--- src/rtl/serial_arith_pkg.sv ---
// Shared definitions for the bit-serial arithmetic family (adder, subtractor).
// Holds the common handshake state encoding and the counter-width helper.
package serial_arith_pkg;

  localparam int STATE_W = 2;

  typedef enum logic [STATE_W-1:0] {
    IDLE = 2'd0,
    SUB  = 2'd1,
    DONE = 2'd2
  } state_t;

  // Bit counter only has to reach WIDTH-1, so clog2(WIDTH) bits suffice.
  function automatic int calc_cw(input int width);
    return $clog2(width);
  endfunction

endpackage

--- src/rtl/fsub_bit.sv ---
// Combinational one-bit full subtractor: d = a - b - bin, bout set on underflow.
module fsub_bit (
  input  logic a,
  input  logic b,
  input  logic bin,
  output logic d,
  output logic bout
);

  assign d    = a ^ b ^ bin;
  assign bout = (~a & b) | (~a & bin) | (b & bin);

endmodule

--- src/rtl/sub_serial.sv ---
// Bit-serial subtractor: out = a - b (mod 2^WIDTH), LSB first, one bit per clock,
// with the en/IDLE/DONE handshake shared with the serial adder.
module sub_serial
  import serial_arith_pkg::*;
#(
  parameter int WIDTH = 8
) (
  input  logic             clk,
  input  logic             rst,
  input  logic             en,
  input  logic [WIDTH-1:0] a,
  input  logic [WIDTH-1:0] b,
  output logic [WIDTH-1:0] out,
  output logic             borrow,
  output logic             done
);

  localparam int CW = calc_cw(WIDTH);
  localparam logic [CW-1:0] LAST_BIT = CW'(WIDTH - 1);

  state_t           state;
  state_t           state_next;
  logic [WIDTH-1:0] a_reg;
  logic [WIDTH-1:0] b_reg;
  logic [CW-1:0]    count;
  logic             bit_diff;
  logic             bit_borrow;

  fsub_bit u_fsub_bit (
    .a    (a_reg[0]),
    .b    (b_reg[0]),
    .bin  (borrow),
    .d    (bit_diff),
    .bout (bit_borrow)
  );

  always_ff @(posedge clk or negedge rst) begin
    if (!rst) begin
      state <= IDLE;
    end else begin
      state <= state_next;
    end
  end

  // Encoding 3 is unreachable in normal operation; the default arm returns it to IDLE.
  always_comb begin
    state_next = IDLE;
    case (state)
      IDLE:    state_next = en ? SUB : IDLE;
      SUB:     state_next = (count == LAST_BIT) ? DONE : SUB;
      DONE:    state_next = en ? IDLE : DONE;
      default: state_next = IDLE;
    endcase
  end

  always_comb begin
    done = 1'b0;
    if (state == DONE) begin
      done = 1'b1;
    end
  end

  // Operands are captured only on the start cycle, so a/b changes during SUB are ignored.
  always_ff @(posedge clk or negedge rst) begin
    if (!rst) begin
      a_reg  <= '0;
      b_reg  <= '0;
      count  <= '0;
      out    <= '0;
      borrow <= 1'b0;
    end else begin
      case (state)
        IDLE: begin
          if (en) begin
            a_reg  <= a;
            b_reg  <= b;
            count  <= '0;
            out    <= '0;
            borrow <= 1'b0;
          end
        end
        SUB: begin
          borrow <= bit_borrow;
          out    <= {bit_diff, out[WIDTH-1:1]};
          a_reg  <= a_reg >> 1;
          b_reg  <= b_reg >> 1;
          count  <= count + 1'b1;
        end
        default: begin
        end
      endcase
    end
  end

endmodule
--- config.mk ---
export PLATFORM = sky130hd
export DESIGN_NAME = sub_serial
export DESIGN_NICKNAME = d
export VERILOG_FILES = /design/src/rtl/serial_arith_pkg.sv /design/src/rtl/fsub_bit.sv /design/src/rtl/sub_serial.sv
export SDC_FILE = /design/constraint.sdc
export NUM_CORES = 1
export LEC_CHECK = 0
export ABC_AREA = 1
export ABC_CLOCK_PERIOD_IN_PS = 1000
export BUFFER_PORTS_ARGS = -buffer_cell sky130_fd_sc_hd__buf_2
export CAP_MARGIN = 25
export CORE_MARGIN = 2
export CORE_UTILIZATION = 40
export DETAILED_ROUTE_END_ITERATION = 16
export MAX_ROUTING_LAYER = met4
export SYNTH_ARGS = -nofsm -noshare
export SYNTH_HDL_FRONTEND = slang
export SYNTH_SLANG_ARGS = --single-unit
export TNS_END_PERCENT = 100
--- constraint.sdc ---
create_clock -name clk -period 1 [get_ports clk]
set_input_delay 0.2 -clock clk [delete_from_list [all_inputs] [get_ports clk]]
set_output_delay 0.2 -clock clk [all_outputs]
set_load 0.02 [all_outputs]
==> results of run 1 <==
-- logic make-up (layout without fill, tap and decap cells) --
logic type               Yosys count  in the layout  share of synthesized area
AO/OA/AOI/OAI                      6              6                     0.0208
adder cells (fa/ha/maj)            3              3                     0.0312
buffers and inverters             18             73                     0.0755
flip-flops                        30             30                      0.520
AND/OR/NAND/NOR                  124            124                      0.352
-- stage by stage --
step | setup WS, ns | TNS (ns) | cell area, um2 | hold slack, ns | power (mW)
after floorplan | -0.0950 | -0.278 | 1480 | -0.0956 | 3.88
after detailed placement | -0.163 | -2.60 | 1710 | 0.0925 | 4.59
after global placement | -0.135 | -2.14 | 1710 | 0.0861 | 4.50
after CTS | -0.300 | -7.95 | 1940 | 0.0891 | 5.87
after global routing | -0.386 | -9.98 | 2070 | 0.0897 | 6.77
final | -0.310 | -7.89 | 2070 | 0.0968 | 6.22
-- metal layers --
layer | vias up | GRT usage | part of all wire
met3 | 5 | 0.0599 | 0.049
met1 | 640 | 0.234 | 0.46
li1 | 674 | - | -
met5 | - | - | 0
met2 | 28 | 0.286 | 0.48
met4 | 0 | 0.0734 | 0.016
-- what timing repair did --
item,CTS,global route
pin swaps,1,1
cloned,0,1
hold buffers,1,0
resized for setup,25,15
buffers inserted,10,5
endpoints found under the setup margin,39,40
hold endpoints to repair,22,0
-- worst min path at each step --
stage | from | endpoint | slack (ns) | cells past startpoint
CTS | b[7] | b_reg[7]$_DFFE_PN0P_ | 0.09 | 3
floorplan | rst | a_reg[0]$_DFFE_PN0P_ | -0.1 | 0
detailed placement | rst | b_reg[1]$_DFFE_PN0P_ | 0.09 | 1
global route | b[7] | b_reg[7]$_DFFE_PN0P_ | 0.09 | 3
global placement | rst | state[1]$_DFF_PN0_ | 0.09 | 1
finish | b[7] | b_reg[7]$_DFFE_PN0P_ | 0.1 | 3
-- power groups by stage --
stage / combinational [mW] / sequential, mW / clock [mW]
2_1_floorplan: 1.64 / 2.24 / 0
3_3_place_gp: 2.42 / 2.08 / 0
3_5_place_dp: 2.48 / 2.11 / 0
4_1_cts: 3.02 / 2.09 / 0.763
5_1_grt: 3.81 / 2.15 / 0.812
6_report: 3.40 / 2.08 / 0.738
-- cell type report --
type | count | area, um2 | share of cell area
clock buffer | 7 | 55.1 | 0.0266
inverter | 7 | 30.0 | 0.0145
multi-input combinational | 133 | 639 | 0.308
sequential | 30 | 752 | 0.363
tap | 46 | 57.6 | 0.0278
timing repair buffer | 59 | 539 | 0.260
-- cell usage after synthesis --
| master | count | area [um2] |
|---|---|---|
| nand2_4 | 1 | 11.3 |
| fa_1 | 1 | 20.0 |
| buf_2 | 3 | 15.0 |
| buf_6 | 2 | 22.5 |
| ha_1 | 2 | 25.0 |
| buf_4 | 6 | 45.0 |
| nor2_2 | 1 | 6.26 |
| dfrtp_1 | 30 | 751 |
| inv_1 | 7 | 26.3 |
| nand3_1 | 26 | 130 |
| nand2_1 | 96 | 360 |
| o21ai_1 | 6 | 30.0 |
-- critical path: stages (launching register included) --
cell and delay [ns]:
dfrtp_1 0.42, buf_4 0.16, o21ai_4 0.21, clkinvlp_4 0.13, buf_6 0.16, nand2_1 0.07
nand2_1 0.05
==> flow_summary.toml, run 1 <==
[grt]
grt_pass1_wl_um = 5660
antenna_found_initial = 0
grt_overflow = 0
grt_pass1_vias = 1224
grt_usage = 0.188
grt_start_max_net_pins = 22

[placement]
place_congestion = 0.731
dp_cells = 258
io_buffer_count = 28
hpwlAfterDp_um = 2160

[worst_setup_path]
r2r_setup_slack_ns = -0.31
arrival_ns = 1.54
critPathLaunchType = "flip-flop"
required_ns = 1.23
critPathMaxFanout = 14
startpoint = "state[0]$_DFF_PN0_"
cp-endpoint = "a_reg[3]$_DFFE_PN0P_"
worstSetupEndpointType = "flip-flop"
path_class = "reg2reg"
reg2reg_from = "state[0]$_DFF_PN0_"
r2r_end = "a_reg[3]$_DFFE_PN0P_"
r2r_cells = 6

[yosys]
syn_area_per_cell_um2 = 7.97
syn_area_mm2 = 0.00144
syn_nets = 203
ys_ff_latch = 30
ys_seq_area_frac = 0.520
ys_warn_count = 0
ys_types = 12
syn_inst = 181

[timing]
slew_viol_final = 0
hold_viol = 0
tightest_slew_ns = 0.275
min_period_over_period = 1.31
finClkSkew_ns = 0.0119
rsz0062_at_grt = "yes"
setup_ws_ns = -0.310
slew_headroom = 0.817
period_minus_slack_ns = 1.31
setup_viol = 40
fmax_mhz = 763

[floorplan]
dieHeight_um = 64.1
fp-row-count = 21
io_pins = 29
die-width_um = 64.1
fp.coreArea_mm2 = 0.00339
die_area_mm2 = 0.00410
start_util = 0.426

[power_and_ir_drop]
p_per_area_mw_per_mm2 = 3000
p_switching_mw = 2.46
p_int_mw = 3.76
pwr-share-comb = 0.547
power_frac_clock = 0.119
cellLeakagePower_nw = 1.14
seqPwrFrac = 0.335
swShare = 0.395
ir_drop_v = 0.00181

[final_layout]
nets = 258
syn_to_final_growth_pct = 43.7
final_cell_mix = "nand2_1 (96), dfrtp_1 (29), nand3_1 (25)"
final_common_cell = "nand2_1"
drive_above_1_share = 0.318
fin_cells = 282
n_antenna_cell = 0
nFillCells = 290
utilization = 0.612

[cts]
cts_buffers = 5
clk_latency_ns = 0.34
clock-sinks = 30
clockBufferDepth = 2
clockRootBuffer = "clkbuf_4"
cts_tree = "done"
htree_levels = 2
clkTransAtPathRegs_ns = 0.10

[routing]
wirelength_um = 3480
drt_iter0_drc = 59
vias = 1347
drc = 0
first_pass_iters = 5
ant_nets = 0
routedWlPerCell_um = 12.3
vias_per_cell = 4.78

[status]
status = "complete, but fails checks"
failed_checks = "setup timing"

[min_path]
hold_class = "in2reg"

[job]
cap_violations = 0
No activity file was read; power rests on OpenSTA's default activity.
==> run 2: changes to the inputs <==
--- a/config.mk
+++ b/config.mk
@@ -10,7 +10,7 @@
 export BUFFER_PORTS_ARGS = -buffer_cell sky130_fd_sc_hd__buf_2
 export CAP_MARGIN = 25
 export CORE_MARGIN = 2
-export CORE_UTILIZATION = 40
+export CORE_UTILIZATION = 35
 export DETAILED_ROUTE_END_ITERATION = 16
 export MAX_ROUTING_LAYER = met4
 export SYNTH_ARGS = -nofsm -noshare
==> flow_summary.toml, run 2 (synthesis gave the netlist of run 1 again) <==
[final_layout]
utilization = 0.545
final_common_cell = "nand2_1"
n_antenna_cell = 0
final_cell_mix = "nand2_1 (60), nand2_2 (34), dfrtp_1 (29)"
syn_to_final_growth_pct = 50.0
drive_above_1_share = 0.468
nets = 259

[worst_setup_path]
path_class = "reg2reg"
critPathMaxFanout = 5
cp_top_family = "flip-flops"
required_ns = 1.17
critPathLaunchType = "flip-flop"
arrival_ns = 1.39
cp_common_cell = "buf_6"
cp_slowest_cell = "dfrtp_1"
slowest_delay_ns = 0.39
path_buf_inv = 3
worstSetupEndpointType = "flip-flop"
crit_chain = "buf_6 -> o21ai_4 -> inv_2 -> buf_6 -> nand2_2 -> nand2_1"

[floorplan]
fp.coreArea_mm2 = 0.00397
fp-row-count = 23
io_pins = 29
dieHeight_um = 68.2
die_area_mm2 = 0.00465
start_util = 0.363
die-width_um = 68.2

[status]
status = "complete, but fails checks"
failed_checks = "setup timing"

[placement]
io_buffer_count = 28
hpwlAfterDp_um = 2130
post-place-ws_ns = -0.111
place_congestion = 0.724

[timing]
hold_viol = 0
rsz0062_at_grt = "yes"
whs_ns = 0.167
slew_headroom = 0.837
finClkSkew_ns = 0.00447
setup_ws_ns = -0.223
fmax_mhz = 817
min_period_over_period = 1.22
slew_viol_final = 0
tightest_slew_ns = 0.243
setup_viol = 36
setup_tns_ns = -4.93
period_minus_slack_ns = 1.22

[power_and_ir_drop]
seqPwrFrac = 0.316
p_total_mw = 6.71
p_per_area_mw_per_mm2 = 3100
cellLeakagePower_nw = 1.16
p_int_mw = 4.01
power_frac_clock = 0.135
swShare = 0.402
p_switching_mw = 2.70
pwr-share-comb = 0.550
ir_drop_v = 0.00127

[cts]
cts_tree = "done"
clockBufferDepth = 2
clockRootBuffer = "clkbuf_8"
cts_buffers = 5
clk_latency_ns = 0.28
clock-sinks = 30
clkTransAtPathRegs_ns = 0.06
htree_levels = 2

[grt]
antenna_found_initial = 0
grt_usage = 0.165
grt_pass1_vias = 1218
grt_pass1_wl_um = 5480
grt_start_max_net_pins = 31
grt_overflow = 0

[routing]
drc = 0
wirelength_um = 3530
routedWlPerCell_um = 12.3
vias_per_cell = 4.69
vias = 1347
first_pass_iters = 4
drt_iter0_drc = 86
ant_nets = 0

[job]
cap_violations = 0

[min_path]
hold_class = "in2reg"
[run 2: repair_timing]
item                       CTS  global route
hold buffers                 1             0
pin swaps                    2            24
hold endpoints to repair    30             0
gates cloned                 1             1
resized for setup           38            48
setup endpoints to repair   40            40
setup buffers               13             6
[run 2: worst reg2reg max path: cells and delay by family (launching register included)]
kind                   cells  cell delay [ns]
flip-flops                 1             0.39
buffers and inverters      3             0.38
AO/OA/AOI/OAI              1             0.24
AND/OR/NAND/NOR            2             0.10
[run 2: power groups by stage]
stage,registers (mW),logic [mW],clock network (mW)
final,2.12,3.69,0.905
after global routing,2.18,4.05,1.01
after CTS,2.09,3.27,0.949
after detailed placement,2.09,2.44,0
after global placement,2.10,2.38,0
after floorplan,2.24,1.64,0
[run 2: stage by stage]
stage               cells  area [um2]
finish                287        2160
global placement      262        1710
CTS                   284        2040
floorplan             181        1480
global route          287        2160
detailed placement    262        1710
[run 2: layout make-up]
cell class / instances / area, um2
fillers: 388 / 1810
flip-flops and latches: 30 / 752
multi-input cells: 133 / 732
repair buffers: 60 / 514
clock buffers: 7 / 76.3
well taps: 50 / 62.6
inverters: 7 / 26.3
[run 2: final timing paths]
check                                     start              endpoint  slack, ns  cells past startpoint
min reg2reg                a_reg[1]$_DFFE_PN0P_  a_reg[1]$_DFFE_PN0P_       0.48                      2
max                          state[0]$_DFF_PN0_  a_reg[5]$_DFFE_PN0P_      -0.22                      6
min                                        b[7]  b_reg[7]$_DFFE_PN0P_       0.17                      3
max in group asynchronous                   rst    borrow$_DFFE_PN0P_       0.43                      3
max reg2reg                  state[0]$_DFF_PN0_  a_reg[5]$_DFFE_PN0P_      -0.22                      6
min in group asynchronous                   rst  b_reg[4]$_DFFE_PN0P_       0.39                      3
[run 2: layer usage]
layer | up-vias | part of all wire | global-route usage
li1 | 676 | - | -
met1 | 645 | 0.47 | 0.223
met2 | 24 | 0.50 | 0.238
met3 | 2 | 0.031 | 0.0444
met4 | 0 | 0.0059 | 0.0600
met5 | - | 0 | -
==> run 3: changes to the inputs <==
--- a/config.mk
+++ b/config.mk
@@ -13,6 +13,7 @@
 export CORE_UTILIZATION = 35
 export DETAILED_ROUTE_END_ITERATION = 16
 export MAX_ROUTING_LAYER = met4
+export PLACE_DENSITY = 0.61
 export SYNTH_ARGS = -nofsm -noshare
 export SYNTH_HDL_FRONTEND = slang
 export SYNTH_SLANG_ARGS = --single-unit
==> flow_summary.toml, run 3 (synthesis gave the netlist of run 1 again) <==
[status]
status = "complete, but fails checks"
failed_checks = "setup timing"

[worst_setup_path]
path_class = "reg2reg"
startpoint = "state[0]$_DFF_PN0_"
reg2reg_from = "state[0]$_DFF_PN0_"
crit_chain = "buf_4 -> o21ai_4 -> buf_4 -> buf_6 -> buf_6 -> nand2_1 -> o21ai_1"
required_ns = 1.22
critPathMaxFanout = 5
worstSetupEndpointType = "flip-flop"
cp_slowest_cell = "dfrtp_1"
arrival_ns = 1.50
critPathLaunchType = "flip-flop"
slowest_delay_ns = 0.40
r2r_cells = 7

[power_and_ir_drop]
cellLeakagePower_nw = 1.18
ir_drop_v = 0.00148
p_per_area_mw_per_mm2 = 3110

[timing]
fmax_mhz = 780
setup_ws_ns = -0.283
period_minus_slack_ns = 1.28
slew_headroom = 0.731
finClkSkew_ns = 0.00695
hold_viol = 0
min_period_over_period = 1.28
slew_viol_final = 0
rsz0062_at_grt = "yes"
setup_viol = 38
tightest_slew_ns = 0.403

[routing]
drc = 0
routedWlPerCell_um = 12.4
vias = 1360
drt_iter0_drc = 90
vias_per_cell = 4.64
ant_nets = 0
first_pass_iters = 6
wirelength_um = 3640

[final_layout]
nFillCells = 379
final_common_cell = "nand2_1"
syn_to_final_growth_pct = 49.6
n_antenna_cell = 0
drive_above_1_share = 0.333
stdcell_area_mm2 = 0.00216
final_cell_mix = "nand2_1 (95), dfrtp_1 (29), nand3_1 (25)"
multi_input_area_um2 = 658
seqCellArea_um2 = 752
nets = 264

[cts]
clkTransAtPathRegs_ns = 0.07
cts_buffers = 5
cts_tree = "done"
clockBufferDepth = 2
htree_levels = 2
clock-sinks = 30
clk_latency_ns = 0.29
clockRootBuffer = "clkbuf_8"

[min_path]
hp-start = "b[7]"
hold_class = "in2reg"
min_path_cells = 3

[floorplan]
fp-row-count = 23
start_util = 0.363
dieHeight_um = 68.2
die_area_mm2 = 0.00465
die-width_um = 68.2
fp.coreArea_mm2 = 0.00397
io_pins = 29

[grt]
grt_overflow = 0
antenna_found_initial = 0
grt_pass1_vias = 1205
grt_usage = 0.174
grt_start_max_net_pins = 31
grt_pass1_wl_um = 5670

[placement]
io_buffer_count = 28
place_congestion = 0.721
placed_cell_area_mm2 = 0.00175
hpwlAfterDp_um = 2170
post-place-ws_ns = -0.152

[job]
cap_violations = 0
==> run 3: changes by cell type in the layout (fill, tap and decap cells not counted), sizes merged <==
cell / change
buf: +3
clkbuf: +1
clkinv: +1
nand2: +1
==> run 3: where the power goes <==
part / total, mW / internal, mW / switching (mW)
sequential: 2.10 / 1.76 / 0.342
combinational: 3.60 / 1.82 / 1.78
clock: 1.02 / 0.554 / 0.462
total: 6.72 / 4.13 / 2.59
==> run 3: per-stage QoR <==
| step | utilization | hold WS (ns) | instances | setup TNS (ns) | total power [mW] |
|---|---|---|---|---|---|
| 2_1_floorplan | - | -0.0956 | 181 | -0.278 | 3.88 |
| 3_3_place_gp | 0.441 | 0.165 | 265 | -2.35 | 4.66 |
| 3_5_place_dp | 0.441 | 0.166 | 265 | -2.62 | 4.70 |
| 4_1_cts | 0.513 | 0.143 | 284 | -5.84 | 6.36 |
| 5_1_grt | 0.543 | 0.140 | 293 | -9.41 | 7.29 |
| 6_report | 0.543 | 0.143 | 293 | -7.30 | 6.72 |
==> run 3: per-layer routing <==
metal / vias to the layer above / global-route usage / part of all wire
met5: - / - / 0
met4: 0 / 0.0875 / 0.019
met3: 7 / 0.0510 / 0.047
met2: 32 / 0.228 / 0.46
met1: 635 / 0.241 / 0.48
li1: 686 / - / -
==> run 3: worst max-delay path: cells and delay by family (launching register included) <==
kind | cells | cell delay (ns)
and+or+nand+nor | 1 | 0.05
buffers and inverters | 4 | 0.52
AOI/OAI and AO/OA | 2 | 0.23
DFF | 1 | 0.40
==> run 3: layout make-up <==
cell class              instances  area share
clock inverters                 1     0.00232
flip-flops and latches         30       0.348
inverters                       7      0.0122
clock buffers                   7      0.0400
repair buffers                 64       0.263
well taps                      50      0.0290
multi-input cells             134       0.305
==> run 3: what timing repair did <==
action	in CTS	in global routing
buffers inserted	10	6
gates cloned	1	3
pin swaps	1	2
setup endpoints to repair	40	40
hold buffers	1	0
resized for setup	29	12
endpoints found under the hold margin	30	0
==> run 3: path summary, 6_finish.rpt <==
check                                        to  slack, ns
min in group asynchronous  b_reg[4]$_DFFE_PN0P_       0.39
min                        b_reg[7]$_DFFE_PN0P_       0.14
min reg2reg                a_reg[4]$_DFFE_PN0P_       0.48
max                          out[7]$_DFFE_PN0P_      -0.28
max in group asynchronous    borrow$_DFFE_PN0P_       0.41
max reg2reg                  out[7]$_DFFE_PN0P_      -0.28
